--- src/rtl/mips_cpu_run_pkg.sv ---
// Shared types and constants for the MIPS CPU run controller: FSM state
// encoding, run status codes and a saturating counter helper.
package mips_cpu_run_pkg;

  typedef enum logic [2:0] {
    ST_IDLE,
    ST_RST,
    ST_WAIT,
    ST_RUN,
    ST_DONE
  } run_state_t;

  localparam logic [1:0] STATUS_NONE         = 2'b00;
  localparam logic [1:0] STATUS_HALTED       = 2'b01;
  localparam logic [1:0] STATUS_TIMEOUT      = 2'b10;
  localparam logic [1:0] STATUS_NEVER_ACTIVE = 2'b11;

  function automatic logic [31:0] sat_inc(input logic [31:0] v);
    return (v == '1) ? v : v + 32'd1;
  endfunction

endpackage

--- src/rtl/mips_cpu_run_stall_gen.sv ---
// Periodic CPU clock-enable gap generator: drops the enable for one cycle in
// every STALL_PERIOD while enabled. STALL_PERIOD of 0 or 1 means no stalls.
module mips_cpu_run_stall_gen #(
  parameter int unsigned STALL_PERIOD = 0
) (
  input  logic clk,
  input  logic reset,
  input  logic enable,
  output logic clk_enable
);

  localparam bit                STALL_ON = (STALL_PERIOD >= 2);
  localparam int unsigned       CW       = STALL_ON ? $clog2(STALL_PERIOD) : 1;
  localparam logic [CW-1:0]     LAST     = CW'(STALL_ON ? STALL_PERIOD - 1 : 0);

  logic [CW-1:0] count;

  // enable is the controller's next-state RUN decode, so clk_enable is a
  // lookahead for the coming cycle; the controller registers it.
  always_ff @(posedge clk) begin
    if (reset || !enable || !STALL_ON) begin
      count <= '0;
    end else if (count == LAST) begin
      count <= '0;
    end else begin
      count <= count + 1'b1;
    end
  end

  assign clk_enable = !(STALL_ON && (count == LAST));

endmodule

--- src/rtl/mips_cpu_run_controller.sv ---
// Run controller for a MIPS CPU under test: resets it, waits for it to go
// active, runs it with optional stalls and reports halt, timeout or no-start.
module mips_cpu_run_controller
  import mips_cpu_run_pkg::*;
#(
  parameter int unsigned RESET_CYCLES   = 2,
  parameter int unsigned ACTIVE_WAIT    = 4,
  parameter int unsigned TIMEOUT_CYCLES = 10000,
  parameter int unsigned STALL_PERIOD   = 0
) (
  input  logic        clk,
  input  logic        reset,
  input  logic        start,
  input  logic        cpu_active,
  input  logic [31:0] cpu_register_v0,
  output logic        cpu_reset,
  output logic        cpu_clk_enable,
  output logic        busy,
  output logic        done,
  output logic [1:0]  status,
  output logic [31:0] cycle_count,
  output logic [31:0] result_v0
);

  localparam logic [31:0] RST_LAST  = (RESET_CYCLES > 1) ? 32'(RESET_CYCLES - 1) : '0;
  localparam logic [31:0] WAIT_LAST = (ACTIVE_WAIT > 1) ? 32'(ACTIVE_WAIT - 1) : '0;

  run_state_t  state, state_next;
  logic [31:0] phase_cnt, phase_cnt_next;
  logic [1:0]  status_next;
  logic [31:0] cycle_count_next, result_v0_next, count_inc;
  logic        cpu_reset_next, cpu_clk_enable_next, busy_next, done_next;
  logic        stall_clk_en;

  mips_cpu_run_stall_gen #(
    .STALL_PERIOD(STALL_PERIOD)
  ) u_stall_gen (
    .clk       (clk),
    .reset     (reset),
    .enable    (state_next == ST_RUN),
    .clk_enable(stall_clk_en)
  );

  always_comb begin
    state_next       = state;
    phase_cnt_next   = phase_cnt;
    status_next      = status;
    cycle_count_next = cycle_count;
    result_v0_next   = result_v0;
    count_inc        = cpu_clk_enable ? sat_inc(cycle_count) : cycle_count;

    case (state)
      ST_IDLE, ST_DONE: begin
        if (start) begin
          state_next       = ST_RST;
          phase_cnt_next   = '0;
          status_next      = STATUS_NONE;
          cycle_count_next = '0;
          result_v0_next   = '0;
        end
      end
      ST_RST: begin
        if (phase_cnt == RST_LAST) begin
          state_next     = ST_WAIT;
          phase_cnt_next = '0;
        end else begin
          phase_cnt_next = phase_cnt + 32'd1;
        end
      end
      ST_WAIT: begin
        if (cpu_active) begin
          state_next = ST_RUN;
        end else if (phase_cnt == WAIT_LAST) begin
          state_next  = ST_DONE;
          status_next = STATUS_NEVER_ACTIVE;
        end else begin
          phase_cnt_next = phase_cnt + 32'd1;
        end
      end
      ST_RUN: begin
        cycle_count_next = count_inc;
        // Halt is tested first so a halt on the final allowed cycle wins.
        if (!cpu_active) begin
          state_next     = ST_DONE;
          status_next    = STATUS_HALTED;
          result_v0_next = cpu_register_v0;
        end else if (count_inc >= TIMEOUT_CYCLES) begin
          state_next     = ST_DONE;
          status_next    = STATUS_TIMEOUT;
          result_v0_next = '0;
        end
      end
      default: state_next = ST_IDLE;
    endcase

    // Outputs are decoded from the next state and then registered.
    cpu_reset_next      = (state_next == ST_RST);
    busy_next           = (state_next == ST_RST) || (state_next == ST_WAIT) ||
                          (state_next == ST_RUN);
    done_next           = (state_next == ST_DONE);
    cpu_clk_enable_next = (state_next == ST_RST) || (state_next == ST_WAIT) ||
                          ((state_next == ST_RUN) && stall_clk_en);
  end

  always_ff @(posedge clk) begin
    if (reset) begin
      state          <= ST_IDLE;
      phase_cnt      <= '0;
      status         <= STATUS_NONE;
      cycle_count    <= '0;
      result_v0      <= '0;
      cpu_reset      <= 1'b0;
      cpu_clk_enable <= 1'b0;
      busy           <= 1'b0;
      done           <= 1'b0;
    end else begin
      state          <= state_next;
      phase_cnt      <= phase_cnt_next;
      status         <= status_next;
      cycle_count    <= cycle_count_next;
      result_v0      <= result_v0_next;
      cpu_reset      <= cpu_reset_next;
      cpu_clk_enable <= cpu_clk_enable_next;
      busy           <= busy_next;
      done           <= done_next;
    end
  end

endmodule

--- config.mk ---
export PLATFORM = sky130hd
export DESIGN_NAME = mips_cpu_run_controller
export DESIGN_NICKNAME = d
export VERILOG_FILES = /design/src/rtl/mips_cpu_run_pkg.sv /design/src/rtl/mips_cpu_run_stall_gen.sv /design/src/rtl/mips_cpu_run_controller.sv
export SDC_FILE = /design/constraint.sdc
export NUM_CORES = 1
export LEC_CHECK = 0
export CAP_MARGIN = 10
export CORE_MARGIN = 3
export CORE_UTILIZATION = 30
export DETAILED_ROUTE_END_ITERATION = 10
export DONT_BUFFER_PORTS = 1
export GPL_TIMING_DRIVEN = 0
export RECOVER_POWER = 100
export SLEW_MARGIN = 20
export SYNTH_ARGS = -nofsm -noshare
export SYNTH_HDL_FRONTEND = slang
export SYNTH_HIERARCHICAL = 1
export SYNTH_SLANG_ARGS = --single-unit
--- constraint.sdc ---
create_clock -name clk -period 5.6 [get_ports clk]
set_input_delay 0.84 -clock clk [delete_from_list [all_inputs] [get_ports clk]]
set_output_delay 0.84 -clock clk [all_outputs]
set_load 0.01 [all_outputs]
==> Word level (Yosys, flattened, before mapping) <==
Cells that the tools add are included.
{ "totals": {"word_cells": 62, "inputBits": 36, "regBits": 104, "output_inout_bits": 70} }
{ "classes": {"eq_ne": 16, "order_cmp": 1, "reduce_logical": 11, "add_sub_neg": 2, "muxes": 24} }
{ "op_table": {"columns": ["cell", "count"], "rows": [
  ["32-bit 2-to-1 mux", 8],
  ["32-bit case mux with 2 select lines", 2],
  ["32-bit case mux with 3 select lines", 1],
  ["32-bit by 1-bit adder with 32-bit output (second input constant)", 2],
  ["32-bit by 1-bit == test with 1-bit output (second input constant)", 1],
  ["32-bit by 2-bit == test with 1-bit output (second input constant)", 1],
  ["32-bit == test (second input constant)", 1],
  ["32-bit by 14-bit >= comparator with 1-bit output (second input constant)", 1],
  ["3-bit 2-to-1 mux", 6],
  ["3-bit by 2-bit == test with 1-bit output (second input constant)", 4],
  ["3-bit case mux with 4 select lines", 1],
  ["2-bit 2-to-1 mux", 5],
  ["2-bit inequality test (second input constant)", 4],
  ["3-bit by 1-bit == test with 1-bit output (second input constant)", 2],
  ["3-bit == test (second input constant)", 2],
  ["2-bit case mux with 3 select lines", 1],
  ["3-bit nonzero test", 2],
  ["5-bit AND reduction", 1],
  ["4-bit AND reduction", 1],
  ["3-bit logical NOT", 1],
  ["3-bit inequality test (second input constant)", 1],
  ["3-bit AND reduction", 1],
  ["1-bit logical OR", 2],
  ["2-bit AND reduction", 1],
  ["other kinds (2)", 2]
]} }

==> Logic depth before layout (Yosys ltp) <==
Gate-level depths: netlist of the first run.
{ "logic_depth": {"word_depth": 10, "depth_mapped": 12, "ltp_nobuf": 10} }

==> Cells and area by module <==
The synthesis of the first run kept the hierarchy.
{ "modules_own_cells": {"columns": ["module", "seq_area_each_um2", "area_each_um2", "n_inst", "cells_each"], "rows": [
  ["mips_cpu_run_controller", 2102.0, 5713.0, 1, 694],
  ["mips_cpu_run_stall_gen", 0.0, 11.3, 1, 2]
]} }

==> Worst setup path after synthesis of the first run <==
Ideal clock, no wire load.
{ "synth_path": {"path_kind": "reg-to-reg", "startpoint": "reg cycle_count[0]", "endpoint": "reg result_v0[23]", "path_stages_with_launch": 13, "path_buffers": 3, "setup_ps": 117, "t_arrival_ps": 2925, "slack_ps": 2557, "cell_sequence": "dfxtp_1 ha_1 and4_1 clkbuf_1 nand4_1 o2111ai_2 o31ai_2 a2111oi_4 nor4_4 a31o_1 buf_6 buf_6 a32o_1"} }
{ "synth_between": {"elab_chain_cells": 6} }
{ "synth_lines": {"columns": ["element", "line", "rtl"], "rows": [
  ["from (decl)", "mips_cpu_run_controller.sv:21", "output logic [31:0] cycle_count,"],
  ["from (signal assigned)", "mips_cpu_run_controller.sv:120", "cycle_count <= cycle_count_next;"],
  ["32-bit by 1-bit adder with 32-bit output or 32-bit == test (tied branches)", "mips_cpu_run_pkg.sv:19", "return (v == '1) ? v : v + 32'd1;"],
  ["32-bit 2-to-1 mux", "mips_cpu_run_pkg.sv:19", null],
  ["32-bit 2-to-1 mux (*)", "mips_cpu_run_controller.sv:50", "count_inc = cpu_clk_enable ? sat_inc(cycle_count) : cycle_count;"],
  ["32-bit by 14-bit >= comparator with 1-bit output (*)", "mips_cpu_run_controller.sv:87", "end else if (count_inc >= TIMEOUT_CYCLES) begin"],
  ["3-bit inequality test (no source line) (*)", null, null],
  ["3-bit AND reduction (no source line) (*)", null, null],
  ["to (signal assigned)", "mips_cpu_run_controller.sv:121", "result_v0 <= result_v0_next;"],
  ["to (decl)", "mips_cpu_run_controller.sv:22", "output logic [31:0] result_v0"]
]} }
Mark *: on every way between the ends. The rest lies on a longest branch, timed or not.
A chain may end at the register's enable or synchronous reset.

==> Worst setup path after layout of the first run <==
{ "layout_path": {"startpoint": "reg cycle_count[0]", "endpoint": "reg result_v0[13]"} }
Same word-level chain as after synthesis.

==> results.toml, run 1 <==
[synthesis]
yosysMostFrequentCell = "dfxtp_1"
postSynthNetCount = 735
ys_ff_latch = 105
synth_seq_area_share = 0.367
syn_area_per_cell_um2 = 8.22
synth_cell_types = 72
synth_compound_area_frac = 0.223
yosys.area_share.simple = 0.283
synthFlopType = "dfxtp_1"
yosysTopAreaCell = "dfxtp_1"
synth_top_family_by_area = "simple AND/OR/NAND/NOR gates"
synth_area_leaders = "dfxtp_1 (37%), a32o_1 (5.6%), nor2_1 (5.4%)"
netlist_instances = 696
synth_edf_count = 0
syn_area_um2 = 5720
synth-xor-area-share = 0.0536
synth.area.mux_share = 0.00874
ys_warn_count = 6
synthAdderAreaFrac = 0.00656
postSynth.asyncResetShare = 0
synthTopCellsByCount = "dfxtp_1 (105), nor2_1 (82), nand2_1 (47)"
synth_top_area_frac = 0.367

[cells_and_area]
fin_cells = 941
drive_gt1_frac = 0.0815
final_area_um2 = 6290
finalNetCount = 746
insertedDiodeCount = 0
area_growth_pct = 9.88
n_fill_cell = 1907

[critical_path]
rr_endpoint = "result_v0[13]$_SDFFE_PP0P_"
r2r_start = "cycle_count[0]$_SDFFE_PP0P_"
cpMaxStageDelayCell = "o21ai_0"
path_buf_inv = 3
critPathTopFamily = "compound AO/OA/AOI/OAI gates"
crit_fanout = 10
crit_required_ns = 5.90
cpPeakStageDelay_ns = 1.17
ff2ff_setup_slack_ns = 0.97
path_class = "register to register"
cp-end-kind = "register"
rr_worst_depth = 12
start_kind = "register"
cp_cell_sequence = "ha_1 -> and4_1 -> clkbuf_1 -> nand4_1 -> o21ai_0 -> or3_1 -> nand4_1 -> nor4_1 -> a31o_1 -> buf_6 -> buf_6 -> a32o_1"
worstPathArrival_ns = 4.93

[sta]
timing.slew.headroom = 0.0450
report.final.slew_viol_count = 0
fin_crit_sh = 0.826
final_hold_viol_count = 0
finalCriticalPeriod_ns = 4.63
setup_violations = 0
whs_ns = 0.502
rsz0062_at_grt = "false"
clock_skew_ns = 0.0102
tightest_slew_ns = 1.42
setup_tns_ns = 0
fmax_mhz = 216

[die]
die_y_um = 144
die_area_um2 = 20800
core_area_um2 = 18300
die_w_um = 144
rows = 49
pin_count = 106
start_util = 0.312

[cts]
cts-htree-levels = 3
cts.repair.resized = 0
clk_latency_ns = 0.36
cts_sinks = 105
cts-root-buf = "clkbuf_16"
holdBufCountCts = 0
cts_setup_buffers = 0
cts_made_buffers = 9
cts_buffer_depth = 2
clk_pin_slew_worst_paths_ns = 0.08
cts_tree = "yes"

[detailed_routing]
wl_per_cell_um = 18.6
firstDrtPassIters = 5
ant_nets = 0
drc_errors = 0
num_vias = 5465
via_per_inst = 5.81
wirelength_um = 17500
drt_iter0_drc = 487

[power_and_ir_drop]
power.switching_uw = 485
combPwrFrac = 0.119
p_seq_frac = 0.474
cell_internal_pwr_uw = 1180
netSwitchingFraction = 0.292
p_clk_frac = 0.407
p_leak_uw = 0.00195
powerDensity_nw_per_um2 = 264
max-vdd-ir-drop_uv = 179

[global_routing]
grt_max_degree = 20
antenna_found_initial = 0
first_global_vias = 5000
grt_pass1_wl_um = 27100
gr-usage-all-layers = 0.164
grt.overflow.total = 0

[hold_path]
hold_path_class = "register to register"
hold_path_depth = 2
hp-start = "phase_cnt[31]$_SDFFE_PP0P_"
hold_end = "phase_cnt[31]$_SDFFE_PP0P_"

[placement]
dp_hpwl_um = 12800
port_buffers = 0
placed_area_um2 = 6010
dpl.cell_count = 925
place.gp.congestion = 0.958

[run_status]
outcome = "completed"

[flow_run]
max_cap_viol_count = 0
-- layer usage --
metal,track usage,share of wire
met5,0,0
met4,0.0520,0.023
met3,0.0493,0.086
met2,0.259,0.47
met1,0.216,0.43
-- stage by stage --
step,worst slack (ns),utilization,total power (uW)
after detailed placement,1.82,0.328,1000
after global placement,1.87,0.328,999
after floorplan,2.56,-,935
after global routing,0.742,0.343,1720
final,0.974,0.343,1660
after CTS,1.79,0.345,1680
-- cell families after synthesis --
family          count (synthesis)
mux                             5
fa+ha+maj                       3
buf+inv                        71
xor+xnor                       35
simple gates                  303
other cells                     1
flops                         105
compound gates                173
-- power by group through the flow --
stage          registers, uW  logic [uW]  clock network, uW
4_1_cts                  787         197                693
3_5_place_dp             805         195                  0
6_report                 787         197                676
2_1_floorplan            795         139                  0
5_1_grt                  789         218                718
3_3_place_gp             805         194                  0
-- worst max-delay path by stage --
stage / start / endpoint / cells past startpoint
2_1_floorplan: cycle_count[0]$_SDFFE_PP0P_ / result_v0[23]$_SDFFE_PP0P_ / 12
3_3_place_gp: cycle_count[23]$_SDFFE_PP0P_ / result_v0[4]$_SDFFE_PP0P_ / 12
3_5_place_dp: cycle_count[23]$_SDFFE_PP0P_ / result_v0[4]$_SDFFE_PP0P_ / 12
4_1_cts: cycle_count[23]$_SDFFE_PP0P_ / result_v0[11]$_SDFFE_PP0P_ / 12
5_1_grt: cycle_count[0]$_SDFFE_PP0P_ / result_v0[9]$_SDFFE_PP0P_ / 12
6_report: cycle_count[0]$_SDFFE_PP0P_ / result_v0[13]$_SDFFE_PP0P_ / 12
-- cell usage in the layout, fill, tap and decap left out, types with 5 or more instances in the layout --
cell type	count
nand3_1	28
inv_1	19
buf_6	5
and2_1	5
clkbuf_16	9
or3_1	14
nor2b_1	5
a211oi_1	5
or2_2	8
o211ai_1	6
and3_1	14
dfxtp_1	105
nor2_1	82
mux2i_1	5
o21ai_0	32
nor4_1	24
and4_1	9
a31oi_1	8
clkbuf_1	33
a21oi_1	42
nand4_1	26
nor3_1	17
nand2_1	47
buf_2	13
nand2b_1	6
a311oi_1	7
a32o_1	32
a22oi_1	5
xnor2_1	31
-- layout make-up --
type	instances	area, um2	area share
Buffer	51	249	0.0396
Clock buffer	10	229	0.0364
Clock inverter	6	85.1	0.0135
Inverter	20	75.1	0.0119
Multi-Input combinational cell	520	3260	0.519
Sequential cell	105	2100	0.334
Tap cell	229	287	0.0456
-- registers in the layout, summed over array words and instances (netlist names) --
| register | flops |
|---|---|
| phase_cnt | 32 |
| result_v0 | 32 |
| status | 2 |
| busy | 1 |
| cpu_clk_enable | 1 |
| cpu_reset | 1 |
| done | 1 |
| state | 3 |
| cycle_count | 32 |
-- worst register-to-register path: stages (launching register included) --
cell and delay (ns):
dfxtp_1 0.49, ha_1 0.27, and4_1 0.20, clkbuf_1 0.35, nand4_1 0.34, o21ai_0 1.17
or3_1 0.24, nand4_1 0.14, nor4_1 0.61, a31o_1 0.28, buf_6 0.15, buf_6 0.15
a32o_1 0.17
Note: power is estimated with default switching activity, not from simulation.
==> run 2, diff against run 1 <==
==> constraint.sdc (replaced) <==
create_clock -name clk -period 4.6 [get_ports clk]
set_input_delay 0.69 -clock clk [delete_from_list [all_inputs] [get_ports clk]]
set_output_delay 0.69 -clock clk [all_outputs]
set_load 0.01 [all_outputs]
==> run 2 against run 1 <==
Count of clock-buffer cells in the layout unchanged; maximum frequency up 14%; flip-flop and latch count unchanged; critical path type unchanged.
==> results.toml, run 2 (same netlist as run 1, synthesis figures left out) <==
[global_routing]
first_global_vias = 5000
antenna_found_initial = 0
grt_pass1_wl_um = 27100
gr-usage-all-layers = 0.164
grt_max_degree = 20
grt.overflow.total = 0

[power_and_ir_drop]
powerDensity_nw_per_um2 = 321
max-vdd-ir-drop_uv = 218
p_leak_uw = 0.00195

[cts]
cts_made_buffers = 9
cts_buffer_depth = 2
clk_pin_slew_worst_paths_ns = 0.08
cts-htree-levels = 3
cts_setup_buffers = 0
cts_tree = "yes"
holdBufCountCts = 0
cts-root-buf = "clkbuf_16"
cts_sinks = 105
cts.repair.resized = 0
clk_latency_ns = 0.36

[die]
core_area_um2 = 18300
die_y_um = 144
rows = 49
pin_count = 106
start_util = 0.312
die_w_um = 144
die_area_um2 = 20800

[cells_and_area]
final_area_um2 = 6300
insertedDiodeCount = 0
final_cell_mix = "dfxtp_1 (105), nor2_1 (82), nand2_1 (47)"
area_growth_pct = 10.1
layout_commonest_cell = "dfxtp_1"
drive_gt1_frac = 0.0843
reg_top3 = "cycle_count x32, phase_cnt x32, result_v0 x32"
finalNetCount = 746
n_fill_cell = 1909

[placement]
placed_area_um2 = 6010
dp_hpwl_um = 12800
place.gp.congestion = 0.958
port_buffers = 0

[critical_path]
worstPathArrival_ns = 4.36
crit_required_ns = 4.90
start_kind = "register"
path_class = "register to register"
crit_fanout = 10
cp-end-kind = "register"

[sta]
final_hold_viol_count = 0
finalCriticalPeriod_ns = 4.06
rsz0062_at_grt = "false"
setup_violations = 0
fin_crit_sh = 0.882
fmax_mhz = 246
clock_skew_ns = 0.0100
setup_tns_ns = 0
report.final.slew_viol_count = 0
timing.slew.headroom = 0.264
tightest_slew_ns = 1.08

[detailed_routing]
drt_iter0_drc = 425
num_vias = 5436
via_per_inst = 5.78
wl_per_cell_um = 18.6
wirelength_um = 17500
drc_errors = 0
ant_nets = 0
firstDrtPassIters = 5

[flow_run]
max_cap_viol_count = 0

[run_status]
outcome = "completed"

[hold_path]
hold_path_class = "input port to register"
-- run 2: cell types whose count changed in the layout (fill, tap and decap cells not counted), sizes merged --
cell,previous run,this run
clkbuf,42,43
buf,19,18
-- run 2: path summary, 6_finish.rpt --
check | from | end | slack, ns | cells after the start
setup / recovery | cycle_count[23]$_SDFFE_PP0P_ | result_v0[11]$_SDFFE_PP0P_ | 0.54 | 12
hold / removal | cpu_register_v0[2] | result_v0[2]$_SDFFE_PP0P_ | 0.45 | 1
setup reg to reg | cycle_count[23]$_SDFFE_PP0P_ | result_v0[11]$_SDFFE_PP0P_ | 0.54 | 12
hold reg to reg | phase_cnt[31]$_SDFFE_PP0P_ | phase_cnt[31]$_SDFFE_PP0P_ | 0.50 | 2
-- run 2: cell type report --
type | count | area (um2) | area share
Buffer | 51 | 243 | 0.0385
Clock buffer | 10 | 229 | 0.0363
Clock inverter | 6 | 85.1 | 0.0135
Inverter | 20 | 75.1 | 0.0119
Multi-Input combinational cell | 520 | 3280 | 0.521
Sequential cell | 105 | 2100 | 0.334
Tap cell | 229 | 287 | 0.0455
-- run 2: stage by stage --
stage	hold slack (ns)	power (uW)	std cells	utilization	worst slack (ns)
global placement	0.482	1220	925	0.328	0.871
finish	0.450	2020	941	0.344	0.541
floorplan	0.458	1140	696	-	1.56
detailed placement	0.492	1220	925	0.328	0.816
CTS	0.440	2040	941	0.345	0.790
global route	0.440	2100	941	0.344	0.242
-- run 2: critical path, cell delays in order, from the launching register on --
cell	delay [ns]
dfxtp_1	0.40
clkbuf_1	0.42
nand4_1	0.26
nor4_2	0.46
clkbuf_1	0.47
a2111oi_0	0.34
mux2i_1	0.41
nand2_1	0.12
nor3_1	0.31
a31o_1	0.23
buf_6	0.15
clkbuf_2	0.23
a32o_1	0.19
-- run 2: layer usage --
layer | global-route usage | wire (um)
met2 | 0.259 | 8080
met3 | 0.0493 | 1520
met1 | 0.216 | 7450
met5 | 0 | 0
met4 | 0.0520 | 450
-- run 2: report_power, final --
part           switching (uW)  internal (uW)  total [uW]
registers                30.0            927         957
logic                     172           65.3         237
clock network             388            437         825
total                     590           1430        2020
==> run 3, diff against run 2 <==
--- a/config.mk
+++ b/config.mk
@@ -6,11 +6,14 @@
 export NUM_CORES = 1
 export LEC_CHECK = 0
 export CAP_MARGIN = 10
+export CELL_PAD_IN_SITES_DETAIL_PLACEMENT = 0
+export CELL_PAD_IN_SITES_GLOBAL_PLACEMENT = 1
 export CORE_MARGIN = 3
 export CORE_UTILIZATION = 30
 export DETAILED_ROUTE_END_ITERATION = 10
 export DONT_BUFFER_PORTS = 1
 export GPL_TIMING_DRIVEN = 0
+export PLACE_DENSITY_LB_ADDON = 0.1
 export RECOVER_POWER = 100
 export SLEW_MARGIN = 20
 export SYNTH_ARGS = -nofsm -noshare
==> run 3 against run 2 <==
Die area unchanged; first-iteration DRC count up 4.7%; hold slack worse by 0.0012 ns; global-route usage up 1.9 points; via count down 0.44%; worst setup slack worse by 0.069 ns; critical path depth down 2; largest cell class unchanged.
==> results.toml, run 3 (same netlist as run 1, synthesis figures left out) <==
[run_status]
outcome = "completed"

[cts]
cts_setup_buffers = 0
cts_sinks = 105
cts_tree = "yes"
clk_latency_ns = 0.36
cts-htree-levels = 3
cts-root-buf = "clkbuf_16"
holdBufCountCts = 0
cts_buffer_depth = 2
cts_made_buffers = 9
clk_pin_slew_worst_paths_ns = 0.09
cts.repair.resized = 0

[detailed_routing]
via_per_inst = 5.75
num_vias = 5412
ant_nets = 0
drc_errors = 0
firstDrtPassIters = 5
wirelength_um = 19400
drt_iter0_drc = 445
wl_per_cell_um = 20.6

[sta]
fin_ws_ns = 0.472
tightest_slew_ns = 1.06
clock_skew_ns = 0.0102
final_hold_viol_count = 0
setup_violations = 0
setup_tns_ns = 0
fin_crit_sh = 0.897
report.final.slew_viol_count = 0
rsz0062_at_grt = "false"
finalCriticalPeriod_ns = 4.13
fmax_mhz = 242
timing.slew.headroom = 0.277

[die]
pin_count = 106
die_w_um = 144
rows = 49
start_util = 0.312
core_area_um2 = 18300
die_area_um2 = 20800
die_y_um = 144

[critical_path]
cpMaxStageDelayCell = "nor4_2"
crit_required_ns = 4.82
cpPeakStageDelay_ns = 0.52
crit_fanout = 10
cp_cell_sequence = "clkbuf_1 -> nand4_1 -> nor4_2 -> clkbuf_1 -> a2111oi_0 -> mux2i_1 -> nand2_1 -> nor3_1 -> a31oi_1 -> a2111oi_0"
start_kind = "register"
path_class = "register to register"
worstPathArrival_ns = 4.35
cp-end-kind = "register"

[global_routing]
first_global_vias = 5311
grt.overflow.total = 0
grt_pass1_wl_um = 29700
gr-usage-all-layers = 0.183
antenna_found_initial = 0
grt_max_degree = 22

[cells_and_area]
drive_gt1_frac = 0.0857
finalNetCount = 746
n_fill_cell = 1914
fin_cells = 941
reg_top3 = "cycle_count x32, phase_cnt x32, result_v0 x32"
insertedDiodeCount = 0
area_growth_pct = 10.5
final_cell_mix = "dfxtp_1 (105), nor2_1 (82), nand2_1 (47)"
layout_commonest_cell = "dfxtp_1"

[placement]
dpl.cell_count = 925
pre_cts_slack_ns = 0.634
dp_hpwl_um = 14200
port_buffers = 0
place.gp.congestion = 0.908

[hold_path]
hold_path_class = "input port to register"

[power_and_ir_drop]
max-vdd-ir-drop_uv = 170
p_seq_frac = 0.461
p_clk_frac = 0.419
power.switching_uw = 633
netSwitchingFraction = 0.306
combPwrFrac = 0.120
p_leak_uw = 0.00197
total_power_uw = 2070
cell_internal_pwr_uw = 1440
powerDensity_nw_per_um2 = 328

[flow_run]
max_cap_viol_count = 0
run 3: changes by cell type in the layout (fill, tap and decap cells not counted), sizes merged:
cell	delta
buf	+1
clkinvlp	-1
clkinv	+2
clkbuf	-2
run 3: worst max-delay path, delay by kind of cell (launching register included):
kind | cells | cell delay [ns]
AND/OR/NAND/NOR | 4 | 1.24
multiplexers | 1 | 0.42
flip-flops | 1 | 0.40
buffers and inverters | 2 | 0.89
AO/OA/AOI/OAI | 3 | 1.02
run 3: power groups by stage:
stage	clock network [uW]	registers, uW	logic, uW
2_1_floorplan	0	968	169
3_3_place_gp	0	979	253
3_5_place_dp	0	979	254
4_1_cts	895	957	253
5_1_grt	933	961	277
6_report	869	956	249
run 3: final timing paths:
| check | cells after the start | start | end | slack [ns] |
|---|---|---|---|---|
| min reg2reg | 2 | phase_cnt[3]$_SDFFE_PP0P_ | phase_cnt[3]$_SDFFE_PP0P_ | 0.51 |
| max reg2reg | 10 | cycle_count[23]$_SDFFE_PP0P_ | cpu_clk_enable$_SDFF_PP0_ | 0.47 |
| min | 1 | cpu_register_v0[11] | result_v0[11]$_SDFFE_PP0P_ | 0.45 |
| max | 10 | cycle_count[23]$_SDFFE_PP0P_ | cpu_clk_enable$_SDFF_PP0_ | 0.47 |
run 3: stage by stage:
stage	hold slack [ns]	util	instance area [um2]
final	0.449	0.345	6330
after global routing	0.431	0.345	6330
after CTS	0.438	0.346	6340
after detailed placement	0.499	0.328	6010
after global placement	0.493	0.328	6010
after floorplan	0.458	-	5720
run 3: final cells by class:
type	count	area (um2)	share of cell area
clock buffer	9	225	0.0356
inverter	20	75.1	0.0119
multi-input combinational	520	3280	0.519
clock inverter	7	108	0.0170
sequential	105	2100	0.332
tap	229	287	0.0453
buffer	51	249	0.0394
run 3: metal layers:
| metal | vias to the layer above | wire length [um] | share of wire | track usage |
|---|---|---|---|---|
| li1 | 2619 | - | - | - |
| met1 | 2628 | 8280 | 0.43 | 0.223 |
| met2 | 140 | 9620 | 0.50 | 0.313 |
| met3 | 25 | 1050 | 0.054 | 0.0463 |
| met4 | 0 | 430 | 0.022 | 0.0648 |
| met5 | - | 0 | 0 | 0 |
